$ cat src/rtl/sdram_arbiter_pkg.sv
// rtl/sdram_arbiter_pkg.sv - shared types and constants for the SDRAM port arbiter
package sdram_arbiter_pkg;

    localparam int ADDR_WIDTH_DEF = 23;
    localparam int NUM_LANES      = 4;
    localparam int LANE_BITS      = 8;
    localparam logic [1:0] LANE_LAST = 2'd3;

    typedef enum logic [1:0] {
        IDLE      = 2'd0,
        WRITE     = 2'd1,
        READ_ACK  = 2'd2,
        READ_DATA = 2'd3
    } arb_state_e;

endpackage

$ cat src/rtl/sdram_arbiter_if.sv
// rtl/sdram_arbiter_if.sv - request/ack/data bundle between arbiter and SDRAM controller
interface sdram_arbiter_if #(
    parameter int ADDR_WIDTH = 23
) ();
    logic [ADDR_WIDTH-1:0] sdram_addr;
    logic [31:0]           sdram_data;
    logic                  sdram_we;
    logic                  sdram_req;
    logic                  sdram_ack;
    logic                  sdram_valid;
    logic [31:0]           sdram_q;

    modport master (
        output sdram_addr, sdram_data, sdram_we, sdram_req,
        input  sdram_ack, sdram_valid, sdram_q
    );

    modport slave (
        input  sdram_addr, sdram_data, sdram_we, sdram_req,
        output sdram_ack, sdram_valid, sdram_q
    );
endinterface

$ cat src/rtl/sdram_arbiter_download_packer.sv
// rtl/sdram_arbiter_download_packer.sv - packs ioctl bytes into 32-bit words and holds one pending write
module download_packer
    import sdram_arbiter_pkg::*;
#(
    parameter int ADDR_WIDTH = ADDR_WIDTH_DEF
) (
    input  logic                  clk,
    input  logic                  reset,
    input  logic                  ioctl_download,
    input  logic                  ioctl_wr,
    input  logic [19:0]           ioctl_addr,
    input  logic [7:0]            ioctl_data,
    input  logic                  pend_clear,
    output logic                  pend_valid,
    output logic [ADDR_WIDTH-1:0] pend_addr,
    output logic [31:0]           pend_data,
    output logic                  overflow
);
    logic [31:0]           acc_q, acc_d;
    logic [NUM_LANES-1:0]  lanes_q, lanes_d;
    logic [17:0]           waddr_q, waddr_d;
    logic                  dl_q, dl_d;
    logic                  pend_valid_q, pend_valid_d;
    logic [ADDR_WIDTH-1:0] pend_addr_q, pend_addr_d;
    logic [31:0]           pend_data_q, pend_data_d;
    logic                  overflow_q, overflow_d;

    logic                  word_done;
    logic [31:0]           word_data;
    logic [17:0]           word_waddr;
    logic [1:0]            lane;

    assign lane = ioctl_addr[1:0];

    always_comb begin
        acc_d        = acc_q;
        lanes_d      = lanes_q;
        waddr_d      = waddr_q;
        dl_d         = ioctl_download;
        // a write completing this cycle frees the slot for a word finishing now
        pend_valid_d = pend_valid_q & ~pend_clear;
        pend_addr_d  = pend_addr_q;
        pend_data_d  = pend_data_q;
        overflow_d   = overflow_q;
        word_done    = 1'b0;
        word_data    = acc_q;
        word_waddr   = waddr_q;

        if (ioctl_wr && ioctl_download) begin
            for (int l = 0; l < NUM_LANES; l++) begin
                if (lane == 2'(l)) begin
                    word_data[l*LANE_BITS +: LANE_BITS] = ioctl_data;
                end
            end
            word_waddr = ioctl_addr[19:2];
            if (lane == LANE_LAST) begin
                word_done = 1'b1;
            end else begin
                acc_d   = word_data;
                lanes_d = lanes_q | (NUM_LANES'(1) << lane);
                waddr_d = word_waddr;
            end
        end else if (dl_q && !ioctl_download && (|lanes_q)) begin
            word_done = 1'b1;
        end

        if (word_done) begin
            acc_d   = '0;
            lanes_d = '0;
            if (pend_valid_d) begin
                overflow_d = 1'b1;
            end else begin
                pend_valid_d = 1'b1;
                pend_addr_d  = ADDR_WIDTH'({word_waddr, 1'b0});
                pend_data_d  = word_data;
            end
        end
    end

    always_ff @(posedge clk or posedge reset) begin
        if (reset) begin
            acc_q        <= '0;
            lanes_q      <= '0;
            waddr_q      <= '0;
            dl_q         <= 1'b0;
            pend_valid_q <= 1'b0;
            pend_addr_q  <= '0;
            pend_data_q  <= '0;
            overflow_q   <= 1'b0;
        end else begin
            acc_q        <= acc_d;
            lanes_q      <= lanes_d;
            waddr_q      <= waddr_d;
            dl_q         <= dl_d;
            pend_valid_q <= pend_valid_d;
            pend_addr_q  <= pend_addr_d;
            pend_data_q  <= pend_data_d;
            overflow_q   <= overflow_d;
        end
    end

    assign pend_valid = pend_valid_q;
    assign pend_addr  = pend_addr_q;
    assign pend_data  = pend_data_q;
    assign overflow   = overflow_q;

endmodule

$ cat src/rtl/sdram_arbiter.sv
// rtl/sdram_arbiter.sv - shares one SDRAM port between ROM download writes and round-robin readers
module sdram_arbiter
    import sdram_arbiter_pkg::*;
#(
    parameter int NUM_REQ    = 4,
    parameter int ADDR_WIDTH = ADDR_WIDTH_DEF
) (
    input  logic                          clk,
    input  logic                          reset,
    input  logic                          ioctl_download,
    input  logic                          ioctl_wr,
    input  logic [19:0]                   ioctl_addr,
    input  logic [7:0]                    ioctl_data,
    input  logic [NUM_REQ-1:0]            req,
    input  logic [NUM_REQ*ADDR_WIDTH-1:0] req_addr,
    output logic [NUM_REQ-1:0]            ack,
    output logic [NUM_REQ-1:0]            valid,
    output logic [31:0]                   q,
    output logic                          overflow,
    sdram_arbiter_if.master               sdram
);
    localparam int IW = (NUM_REQ > 1) ? $clog2(NUM_REQ) : 1;

    arb_state_e            state_q, state_d;
    logic [IW-1:0]         gnt_q, gnt_d;
    logic [IW-1:0]         rr_q, rr_d;
    logic                  sdram_req_q, sdram_req_d;
    logic                  sdram_we_q, sdram_we_d;
    logic [ADDR_WIDTH-1:0] sdram_addr_q, sdram_addr_d;
    logic [31:0]           sdram_data_q, sdram_data_d;
    logic [NUM_REQ-1:0]    ack_q, ack_d;
    logic [NUM_REQ-1:0]    valid_q, valid_d;
    logic [31:0]           q_q, q_d;

    logic                  pend_valid;
    logic [ADDR_WIDTH-1:0] pend_addr;
    logic [31:0]           pend_data;
    logic                  pend_clear;

    logic                  found;
    logic [IW-1:0]         pick;
    logic [IW:0]           idx;

    download_packer #(.ADDR_WIDTH(ADDR_WIDTH)) u_packer (
        .clk            (clk),
        .reset          (reset),
        .ioctl_download (ioctl_download),
        .ioctl_wr       (ioctl_wr),
        .ioctl_addr     (ioctl_addr),
        .ioctl_data     (ioctl_data),
        .pend_clear     (pend_clear),
        .pend_valid     (pend_valid),
        .pend_addr      (pend_addr),
        .pend_data      (pend_data),
        .overflow       (overflow)
    );

    // first requesting port at or after the rotation pointer, wrapping
    always_comb begin
        found = 1'b0;
        pick  = '0;
        idx   = '0;
        for (int i = 0; i < NUM_REQ; i++) begin
            idx = {1'b0, rr_q} + (IW+1)'(i);
            if (idx >= (IW+1)'(NUM_REQ)) begin
                idx = idx - (IW+1)'(NUM_REQ);
            end
            if (!found && req[idx[IW-1:0]]) begin
                found = 1'b1;
                pick  = idx[IW-1:0];
            end
        end
    end

    always_comb begin
        state_d      = state_q;
        gnt_d        = gnt_q;
        rr_d         = rr_q;
        sdram_req_d  = sdram_req_q;
        sdram_we_d   = sdram_we_q;
        sdram_addr_d = sdram_addr_q;
        sdram_data_d = sdram_data_q;
        ack_d        = '0;
        valid_d      = '0;
        q_d          = q_q;
        pend_clear   = 1'b0;

        case (state_q)
            IDLE: begin
                if (pend_valid) begin
                    sdram_req_d  = 1'b1;
                    sdram_we_d   = 1'b1;
                    sdram_addr_d = pend_addr;
                    sdram_data_d = pend_data;
                    state_d      = WRITE;
                end else if (!ioctl_download && found) begin
                    sdram_req_d  = 1'b1;
                    sdram_we_d   = 1'b0;
                    sdram_addr_d = req_addr[int'(pick)*ADDR_WIDTH +: ADDR_WIDTH];
                    gnt_d        = pick;
                    state_d      = READ_ACK;
                end
            end
            WRITE: begin
                if (sdram.sdram_ack) begin
                    sdram_req_d = 1'b0;
                    sdram_we_d  = 1'b0;
                    pend_clear  = 1'b1;
                    state_d     = IDLE;
                end
            end
            READ_ACK: begin
                if (sdram.sdram_ack) begin
                    ack_d[gnt_q] = 1'b1;
                    sdram_req_d  = 1'b0;
                    rr_d         = (gnt_q == IW'(NUM_REQ-1)) ? '0 : gnt_q + 1'b1;
                    state_d      = READ_DATA;
                end
            end
            READ_DATA: begin
                if (sdram.sdram_valid) begin
                    q_d            = sdram.sdram_q;
                    valid_d[gnt_q] = 1'b1;
                    state_d        = IDLE;
                end
            end
            default: state_d = IDLE;
        endcase
    end

    always_ff @(posedge clk or posedge reset) begin
        if (reset) begin
            state_q      <= IDLE;
            gnt_q        <= '0;
            rr_q         <= '0;
            sdram_req_q  <= 1'b0;
            sdram_we_q   <= 1'b0;
            sdram_addr_q <= '0;
            sdram_data_q <= '0;
            ack_q        <= '0;
            valid_q      <= '0;
            q_q          <= '0;
        end else begin
            state_q      <= state_d;
            gnt_q        <= gnt_d;
            rr_q         <= rr_d;
            sdram_req_q  <= sdram_req_d;
            sdram_we_q   <= sdram_we_d;
            sdram_addr_q <= sdram_addr_d;
            sdram_data_q <= sdram_data_d;
            ack_q        <= ack_d;
            valid_q      <= valid_d;
            q_q          <= q_d;
        end
    end

    assign ack              = ack_q;
    assign valid            = valid_q;
    assign q                = q_q;
    assign sdram.sdram_req  = sdram_req_q;
    assign sdram.sdram_we   = sdram_we_q;
    assign sdram.sdram_addr = sdram_addr_q;
    assign sdram.sdram_data = sdram_data_q;

endmodule

$ cat src/flat_wrapper.sv
// flat-port wrapper written by rule: the top's interface ports become plain ports
module sdram_arbiter_flat import sdram_arbiter_pkg::*;
#(
    parameter int NUM_REQ    = 4,
    parameter int ADDR_WIDTH = ADDR_WIDTH_DEF
)
  (clk, reset, ioctl_download, ioctl_wr, ioctl_addr, ioctl_data, req, req_addr, ack, valid, q, overflow, sdram_sdram_addr, sdram_sdram_data, sdram_sdram_we, sdram_sdram_req, sdram_sdram_ack, sdram_sdram_valid, sdram_sdram_q);
  sdram_arbiter_if #(.ADDR_WIDTH(ADDR_WIDTH)) sdram_i ();
  input  logic clk;
  input  logic reset;
  input  logic ioctl_download;
  input  logic ioctl_wr;
  input  logic [19:0] ioctl_addr;
  input  logic [7:0] ioctl_data;
  input  logic [NUM_REQ-1:0] req;
  input  logic [NUM_REQ*ADDR_WIDTH-1:0] req_addr;
  output logic [NUM_REQ-1:0] ack;
  output logic [NUM_REQ-1:0] valid;
  output logic [31:0] q;
  output logic overflow;
  output wire logic [$bits(sdram_i.sdram_addr)-1:0] sdram_sdram_addr;
  output wire logic [$bits(sdram_i.sdram_data)-1:0] sdram_sdram_data;
  output wire logic [$bits(sdram_i.sdram_we)-1:0] sdram_sdram_we;
  output wire logic [$bits(sdram_i.sdram_req)-1:0] sdram_sdram_req;
  input wire logic [$bits(sdram_i.sdram_ack)-1:0] sdram_sdram_ack;
  input wire logic [$bits(sdram_i.sdram_valid)-1:0] sdram_sdram_valid;
  input wire logic [$bits(sdram_i.sdram_q)-1:0] sdram_sdram_q;
  assign sdram_sdram_addr = sdram_i.sdram_addr;
  assign sdram_sdram_data = sdram_i.sdram_data;
  assign sdram_sdram_we = sdram_i.sdram_we;
  assign sdram_sdram_req = sdram_i.sdram_req;
  assign sdram_i.sdram_ack = sdram_sdram_ack;
  assign sdram_i.sdram_valid = sdram_sdram_valid;
  assign sdram_i.sdram_q = sdram_sdram_q;
  sdram_arbiter #(.NUM_REQ(NUM_REQ), .ADDR_WIDTH(ADDR_WIDTH)) u_core (.clk(clk), .reset(reset), .ioctl_download(ioctl_download), .ioctl_wr(ioctl_wr), .ioctl_addr(ioctl_addr), .ioctl_data(ioctl_data), .req(req), .req_addr(req_addr), .ack(ack), .valid(valid), .q(q), .overflow(overflow), .sdram(sdram_i));
endmodule
$ cat config.mk
export PLATFORM = sky130hd
export DESIGN_NAME = sdram_arbiter_flat
export DESIGN_NICKNAME = d
export VERILOG_FILES = /design/src/rtl/sdram_arbiter_pkg.sv /design/src/rtl/sdram_arbiter_if.sv /design/src/rtl/sdram_arbiter_download_packer.sv /design/src/rtl/sdram_arbiter.sv /design/src/flat_wrapper.sv
export SDC_FILE = /design/constraint.sdc
export NUM_CORES = 1
export LEC_CHECK = 0
export BUFFER_PORTS_ARGS = -buffer_cell sky130_fd_sc_hd__buf_2
export CAP_MARGIN = 25
export CORE_UTILIZATION = 40
export DETAILED_ROUTE_END_ITERATION = 6
export PLACE_DENSITY = 0.74
export SLEW_MARGIN = 10
export SYNTH_ARGS = -nofsm -noshare
export SYNTH_HDL_FRONTEND = slang
export SYNTH_SLANG_ARGS = --single-unit
$ cat constraint.sdc
create_clock -name clk -period 5.8 [get_ports clk]
set_input_delay 0.29 -clock clk [delete_from_list [all_inputs] [get_ports clk]]
set_output_delay 0.29 -clock clk [all_outputs]
set_load 0.1 [all_outputs]
==> results of run 1 <==
## per-stage QoR
step	std cells	util, %	setup slack (ps)
floorplan	828	-	2782
global route	1405	52.03	2588
finish	1406	52.04	2923
global placement	1359	47.92	2522
detailed placement	1361	48.10	2389
CTS	1404	51.95	2891
## sequential cells by signal (all words and copies together), names as in the netlist, 2 cells and up
name,flops
u_core.q,32
u_core.sdram.sdram_data,32
u_core.u_packer.acc_q,32
u_core.u_packer.pend_data,32
u_core.sdram.sdram_addr,23
u_core.u_packer.pend_addr,18
u_core.u_packer.waddr_q,18
u_core.ack,4
u_core.u_packer.lanes_q,4
u_core.valid,4
u_core.gnt_q,2
u_core.rr_q,2
u_core.state_q,2
## what timing repair did
action	CTS	global route
setup endpoints to repair	0	0
hold endpoints to repair	1	0
hold buffers	1	0
## routing by layer
metal	share of wire, %	GRT usage [%]	wire [µm]
met1	45	25.70	10240
met2	46	29.34	10330
met3	5.5	3.417	1232
met4	3.2	6.676	727
met5	0.16	0	37
## layout make-up
type	count	area, µm²
fillers	2049	10990
repair buffers	271	1441
multi-input cells	557	3916
clock buffers	26	606.8
flip-flops and latches	210	5255
clock inverters	16	264.0
well taps	313	391.6
inverters	12	48.80
diodes	1	2.502
## worst paths after layout
| path | from | end | cells after the start |
|---|---|---|---|
| worst max-delay path | ioctl_download | u_core.u_packer.pend_addr[12] | 8 |
| worst min-delay path | ioctl_addr[18] | u_core.u_packer.waddr_q[16] | 2 |
| worst max register to register | u_core.state_q[1] | u_core.u_packer.pend_addr[12] | 7 |
| worst min register to register | u_core.u_packer.overflow | u_core.u_packer.overflow | 1 |
| max in group asynchronous | reset | u_core.q[11] | 4 |
| min in group asynchronous | reset | u_core.u_packer.pend_addr[12] | 3 |
## cells by family (layout without fill, tap and decap cells)
logic type	Yosys count	in the layout	share of synthesized area, %
fa+ha+maj	9	9	1.191
buf+inv	61	325	3.281
mux	175	175	19.88
other cells	0	1	0
compound gates	149	149	9.552
flops	210	210	55.56
simple gates	224	224	10.53
## synthesized netlist by cell type (2+ instances only)
master,number
nand2b_1,2
nor2b_1,2
a22o_1,4
nor4_1,2
and3_1,8
nand3_1,2
ha_1,9
a21oi_1,50
o21ai_0,32
mux2_2,103
and2_1,2
clkbuf_1,20
buf_1,7
dfrtp_1,210
mux2i_1,72
inv_1,11
a22oi_1,24
buf_6,3
o21ai_1,4
nor2_4,2
nor2_1,89
buf_12,2
buf_4,2
nand2_1,92
buf_2,15
a32o_1,2
a31oi_1,26
nand3b_1,17
## cell usage in the layout (no fill, tap or decap), drive strengths merged, types with 2 or more instances in the layout
cell type / n
a22oi: 24
nor4: 2
clkinv: 7
o21ai: 36
clkinvlp: 3
inv: 11
buf: 270
nor3b: 2
bufinv: 7
mux2: 103
a22o: 4
a32o: 2
nor2b: 2
nor3: 2
clkbuf: 26
a31oi: 26
and3: 8
mux2i: 72
a21oi: 51
ha: 9
dfrtp: 210
nand3: 2
nor2: 92
nand2b: 2
nand3b: 17
and2: 2
nand2: 92
==> metrics, run 1 <==
fin. max-slew vios 0; Layout Nets 1246; Slew headroom 31.00%; ys flop type dfrtp_1; Crit path required time 6220 ps; DIE WIDTH 155.8 µm; RSZ-0062 raised after global routing no; worst path bufs/invs 2; post-CTS resize count 0; post-synthesis register bit count 210; Setup CP Type in2reg; Syn Area/Cell 11.42 µm²; post-synthesis sequential area ratio 55.56%; Die H 155.8 µm; DR iter-0 viols 434; total congestion overflow 0; CTS Root Cell clkbuf_16; DRT Wirelength 22.57 mm; crit-path leading delay family simple AND/OR/NAND/NOR gates; setup TNS 0 ps; clock-pin slew on the worst setup and hold paths 60 ps; Final min period 2878 ps; global-route wire length before repair 35.96 mm; Hold Crit Class in2reg; critical-path cell list buf_2 > nand2_1 > nor2_2 > nor2_1 > a21oi_4 > buf_4 > nor2_1 > a31oi_1; Placed Area 11020 µm²; crit start category input pin; Design Area, Final 11930 µm²; H-tree levels 1; CP peak stage delay 650 ps; area share of the largest cell type after synthesis 55.56%; GRT Total Usage 18.62%; status finished clean; Skew-Pair Late Insertion Delay 510 ps; Final period util 49.61%; Starting Density 41.27%; post-DP HPWL 15.97 mm; die area 24260 µm²; Synth warnings 0; 1st-pass router iterations 4; CTS Buffer Depth 3; Via density 5.031; final hold vios 0; # rows 55; Post-synth EDFFs 0; Via Count 7073; count of different cell masters after synthesis 42; post-CTS setup buffers 0; Post-Synthesis Cells 828; area delta synth->final 26.10%; # port buffers 259; layout cell share with drive strength beyond 1 38.83%; Crit-path slowest cell a21oi_4; final hold slack 28.96 ps; CTS tree built; initial antenna violation count 4; MaxCap Viol Count 0; Synth async-reset ratio 100.0%; Routed wire per std cell 16.05 µm; Final Wtd Congestion 0.8365; type of destination of the critical path flop; post-synth top area cell dfrtp_1; Placeable Area 22920 µm²; Synthesized Nets 999; largest net degree at the start of global routing 171; reg2reg setup slack 3170 ps; CP max FO 64; Max Fclk 347.5 MHz; CTS sink cnt 210; Arr. time, crit path 3300 ps; Final setup viols 0; mapped cell area 9458 µm²; most frequent CP cell nor2_1; cts bufs inserted 23; Max Clock Skew 23.86 ps; DRC violations left 0; Antenna Nets Post-Route 0; Synth area leaders dfrtp_1 56%, mux2_2 12%, mux2i_1 7.6%, nand2_1 3.7%, nor2_1 3.5%; Worst Tran Pin Value 1035 ps; Ports 260; vias in the first global route 6824
Power of run 1 is left out: the tool's default activity adds up to more than one toggle a clock period on the data nets, which glitch-free logic cannot reach.
==> run 2: changes to the inputs <==
--- a/config.mk
+++ b/config.mk
@@ -5,11 +5,12 @@
 export SDC_FILE = /design/constraint.sdc
 export NUM_CORES = 1
 export LEC_CHECK = 0
+export ABC_AREA = 1
 export BUFFER_PORTS_ARGS = -buffer_cell sky130_fd_sc_hd__buf_2
 export CAP_MARGIN = 25
 export CORE_UTILIZATION = 40
 export DETAILED_ROUTE_END_ITERATION = 6
-export PLACE_DENSITY = 0.74
+export PLACE_DENSITY = 0.71
 export SLEW_MARGIN = 10
 export SYNTH_ARGS = -nofsm -noshare
 export SYNTH_HDL_FRONTEND = slang
==> constraint.sdc (replaced) <==
create_clock -name clk -period 2.8 [get_ports clk]
set_input_delay 0.14 -clock clk [delete_from_list [all_inputs] [get_ports clk]]
set_output_delay 0.14 -clock clk [all_outputs]
set_load 0.1 [all_outputs]
==> run 2 against run 1 <==
Via count grew 33%. Sequential share of layout area shrank 4.3 points. Critical endpoint is now u_core.sdram.sdram_addr[22]. Wire length grew 27%. Utilization grew 0.57 points. Clock skew shrank 8.4 ps. Final cell count grew 33%. Global-route usage grew 3.0 points. First-iteration DRC count grew 86%. Design area grew 11%. Area after synthesis grew 8.2%.
==> metrics, run 2 <==
post-CTS setup buffers 0; metal1 wirelength 12.34 mm; CTS Buffer Depth 3; sw frac 53.65%; Post-Synthesis Cells 1232; Synth area leaders dfrtp_1 51%, nand2_1 10%, o21ai_0 8.0%, inv_1 7.3%, mux2_2 4.4%; Layout Nets 1691; most common cell after layout, fill and taps aside nand2_1; fin. max-slew vios 0; Max Clock Skew 15.49 ps; Die H 162.0 µm; Cell Pwr Density 1354 nW/µm²; internal power 8.290 mW; Final min period 2421 ps; Worst Tran Pin Value 666.5 ps; 1st-pass router iterations 5; Final setup viols 0; Final Wtd Congestion 0.9870; count of different cell masters after synthesis 31; Synth warnings 0; reg2reg setup slack 380 ps; die area 26240 µm²; Max Fclk 413.1 MHz; Arr. time, crit path 2850 ps; CTS Root Cell clkbuf_16; DRT Wirelength 28.63 mm; CTS sink cnt 210; total congestion overflow 0; Reg power frac 26.2%; Skew-Pair Late Insertion Delay 510 ps; max layer used met4; FF-to-FF path depth 12; post-synth top area cell dfrtp_1; most frequent cell after synthesis nand2_1; cts bufs inserted 23; DR iter-0 viols 806; Placeable Area 25110 µm²; Synth async-reset ratio 100.0%; Starting Density 40.77%; CP max FO 24; CTS tree built; global-route wire length before repair 45.97 mm; post-CTS resize count 0; Routed wire per std cell 15.31 µm; DRC violations left 0; clock-pin slew on the worst setup and hold paths 60 ps; cts-stage hold buffer count 55; Via density 5.017; most common library cells after synthesis 279 x nand2_1, 210 x dfrtp_1, 198 x inv_1; Combinational Power Share 55.8%; Post-Route Utilization 52.62%; status finished clean; GRT Total Usage 21.64%; initial antenna violation count 2; CP peak stage delay 590 ps; post-DP HPWL 19.66 mm; Crit path required time 3230 ps; vias in the first global route 8946; mapped cell area 10240 µm²; H-tree levels 1; ys flop type dfrtp_1; Crit-path slowest cell dfrtp_1; end point of the critical path u_core.sdram.sdram_addr[22]; Critical path origin u_core.rr_q[0]; area share of the largest cell type after synthesis 51.33%; Hold Crit Class in2reg; final hold vios 0; most frequent CP cell nand2_1; placed cell count 1770; most frequent cells in the layout 278 x nand2_1, 259 x buf_2, 210 x dfrtp_1; Setup CP Type reg2reg; area delta synth->final 29.05%; Post-synth EDFFs 0; type of destination of the critical path flop; Via Count 9382; layout cell share with drive strength beyond 1 24.66%; post-synthesis sequential area ratio 51.33%; # port buffers 259; Clock Power Share 17.9%; MaxCap Viol Count 0; R2R Path End u_core.sdram.sdram_addr[22]; Antenna Nets Post-Route 0; WHS Path Cells 5; largest net degree at the start of global routing 101; met2 wire length 13.61 mm; Peak VDD IR 0.7490 mV; Synthesized Nets 1403; WL met3 1.876 mm; Finished Layout Cells 1870; RSZ-0062 raised after global routing no; Ports 260; Syn Area/Cell 8.310 µm²; NetSw 9.594 mW; crit start category flop; Final period util 86.46%; reg2reg start u_core.rr_q[0]; PnR Total Power 17.88 mW; Static Leak 6.840 nW; DIE WIDTH 162.0 µm; Slew headroom 55.47%; # rows 58; post-synthesis register bit count 210; critical-path cell list inv_6 > nand2_1 > nand3_1 > nand2_1 > inv_1 > nand3_4 > nand2_1 > inv_2 > nand3_2 > nor2_1 > nand2_1 > nand3_1
-- run 2: cell count changes in the layout (fill, tap and decap cells not counted), moves of 17 or more --
cell | before | now
nand4_1 | 0 | 41
o211ai_1 | 0 | 19
nor2_1 | 89 | 27
nand2_1 | 92 | 278
o21ai_0 | 32 | 164
mux2_2 | 103 | 40
o22ai_1 | 1 | 34
mux2i_1 | 72 | 0
a31oi_1 | 26 | 9
a21oi_1 | 50 | 31
a22oi_1 | 24 | 0
dlygate4sd3_1 | 1 | 55
inv_1 | 10 | 197
nand3_1 | 2 | 70
-- run 2: final cells by class --
type / count / area [µm²]
antenna: 3 / 7.507
clock buffer: 29 / 638.1
clock inverter: 13 / 171.4
fill: 2365 / 11900
inverter: 204 / 774.5
multi-input combinational: 746 / 3885
sequential: 210 / 5255
tap: 330 / 412.9
timing repair buffer: 335 / 2067
-- run 2: critical path: cells and delay by family, from the launching register on --
family	cells	cell delay [ps]
and+or+nand+nor	9	1520
buffers and inverters	3	260
DFF	1	590
-- run 2: per-stage QoR --
stage,instance area [µm²],worst slack (ps),setup TNS [ps],hold slack (ps)
final,13210,379.3,0,10.88
after global routing,13210,121.5,0,23.74
after CTS,13200,394.4,0,2.192
after global placement,11840,448.7,0,281.4
after detailed placement,11840,416.0,0,281.7
after floorplan,10240,-68.21,-14320,171.4
-- run 2: worst min path at each step --
stage	from	endpoint
2_1_floorplan	ioctl_download	u_core.u_packer.dl_q
3_3_place_gp	reset	u_core.u_packer.acc_q[30]
3_5_place_dp	reset	u_core.u_packer.acc_q[30]
4_1_cts	req_addr[68]	u_core.sdram.sdram_addr[22]
5_1_grt	req_addr[20]	u_core.sdram.sdram_addr[20]
6_report	req_addr[20]	u_core.sdram.sdram_addr[20]
-- run 2: cells by family after synthesis --
logic type / synth area share, %
multiplexers: 4.400
AND/OR/NAND/NOR: 18.36
adder cells (fa/ha/maj): 1.100
buffers and inverters: 10.79
flip-flops: 51.33
AO/OA/AOI/OAI: 14.02
-- run 2: routing by layer --
layer | track usage (%) | vias up
met5 | 0 | -
met4 | 7.333 | 0
met3 | 3.550 | 51
met2 | 35.76 | 365
met1 | 28.84 | 4371
li1 | - | 4595
-- run 2: power by group through the flow --
stage,Sequential [mW],Combinational [mW],Clock [mW]
6_report,4.69,9.98,3.21
5_1_grt,4.82,10.7,3.41
4_1_cts,4.69,10.0,3.28
3_5_place_dp,4.73,9.90,0
3_3_place_gp,4.70,9.85,0
2_1_floorplan,9.03,3.73,0
(Power assumes the default switching activity.)
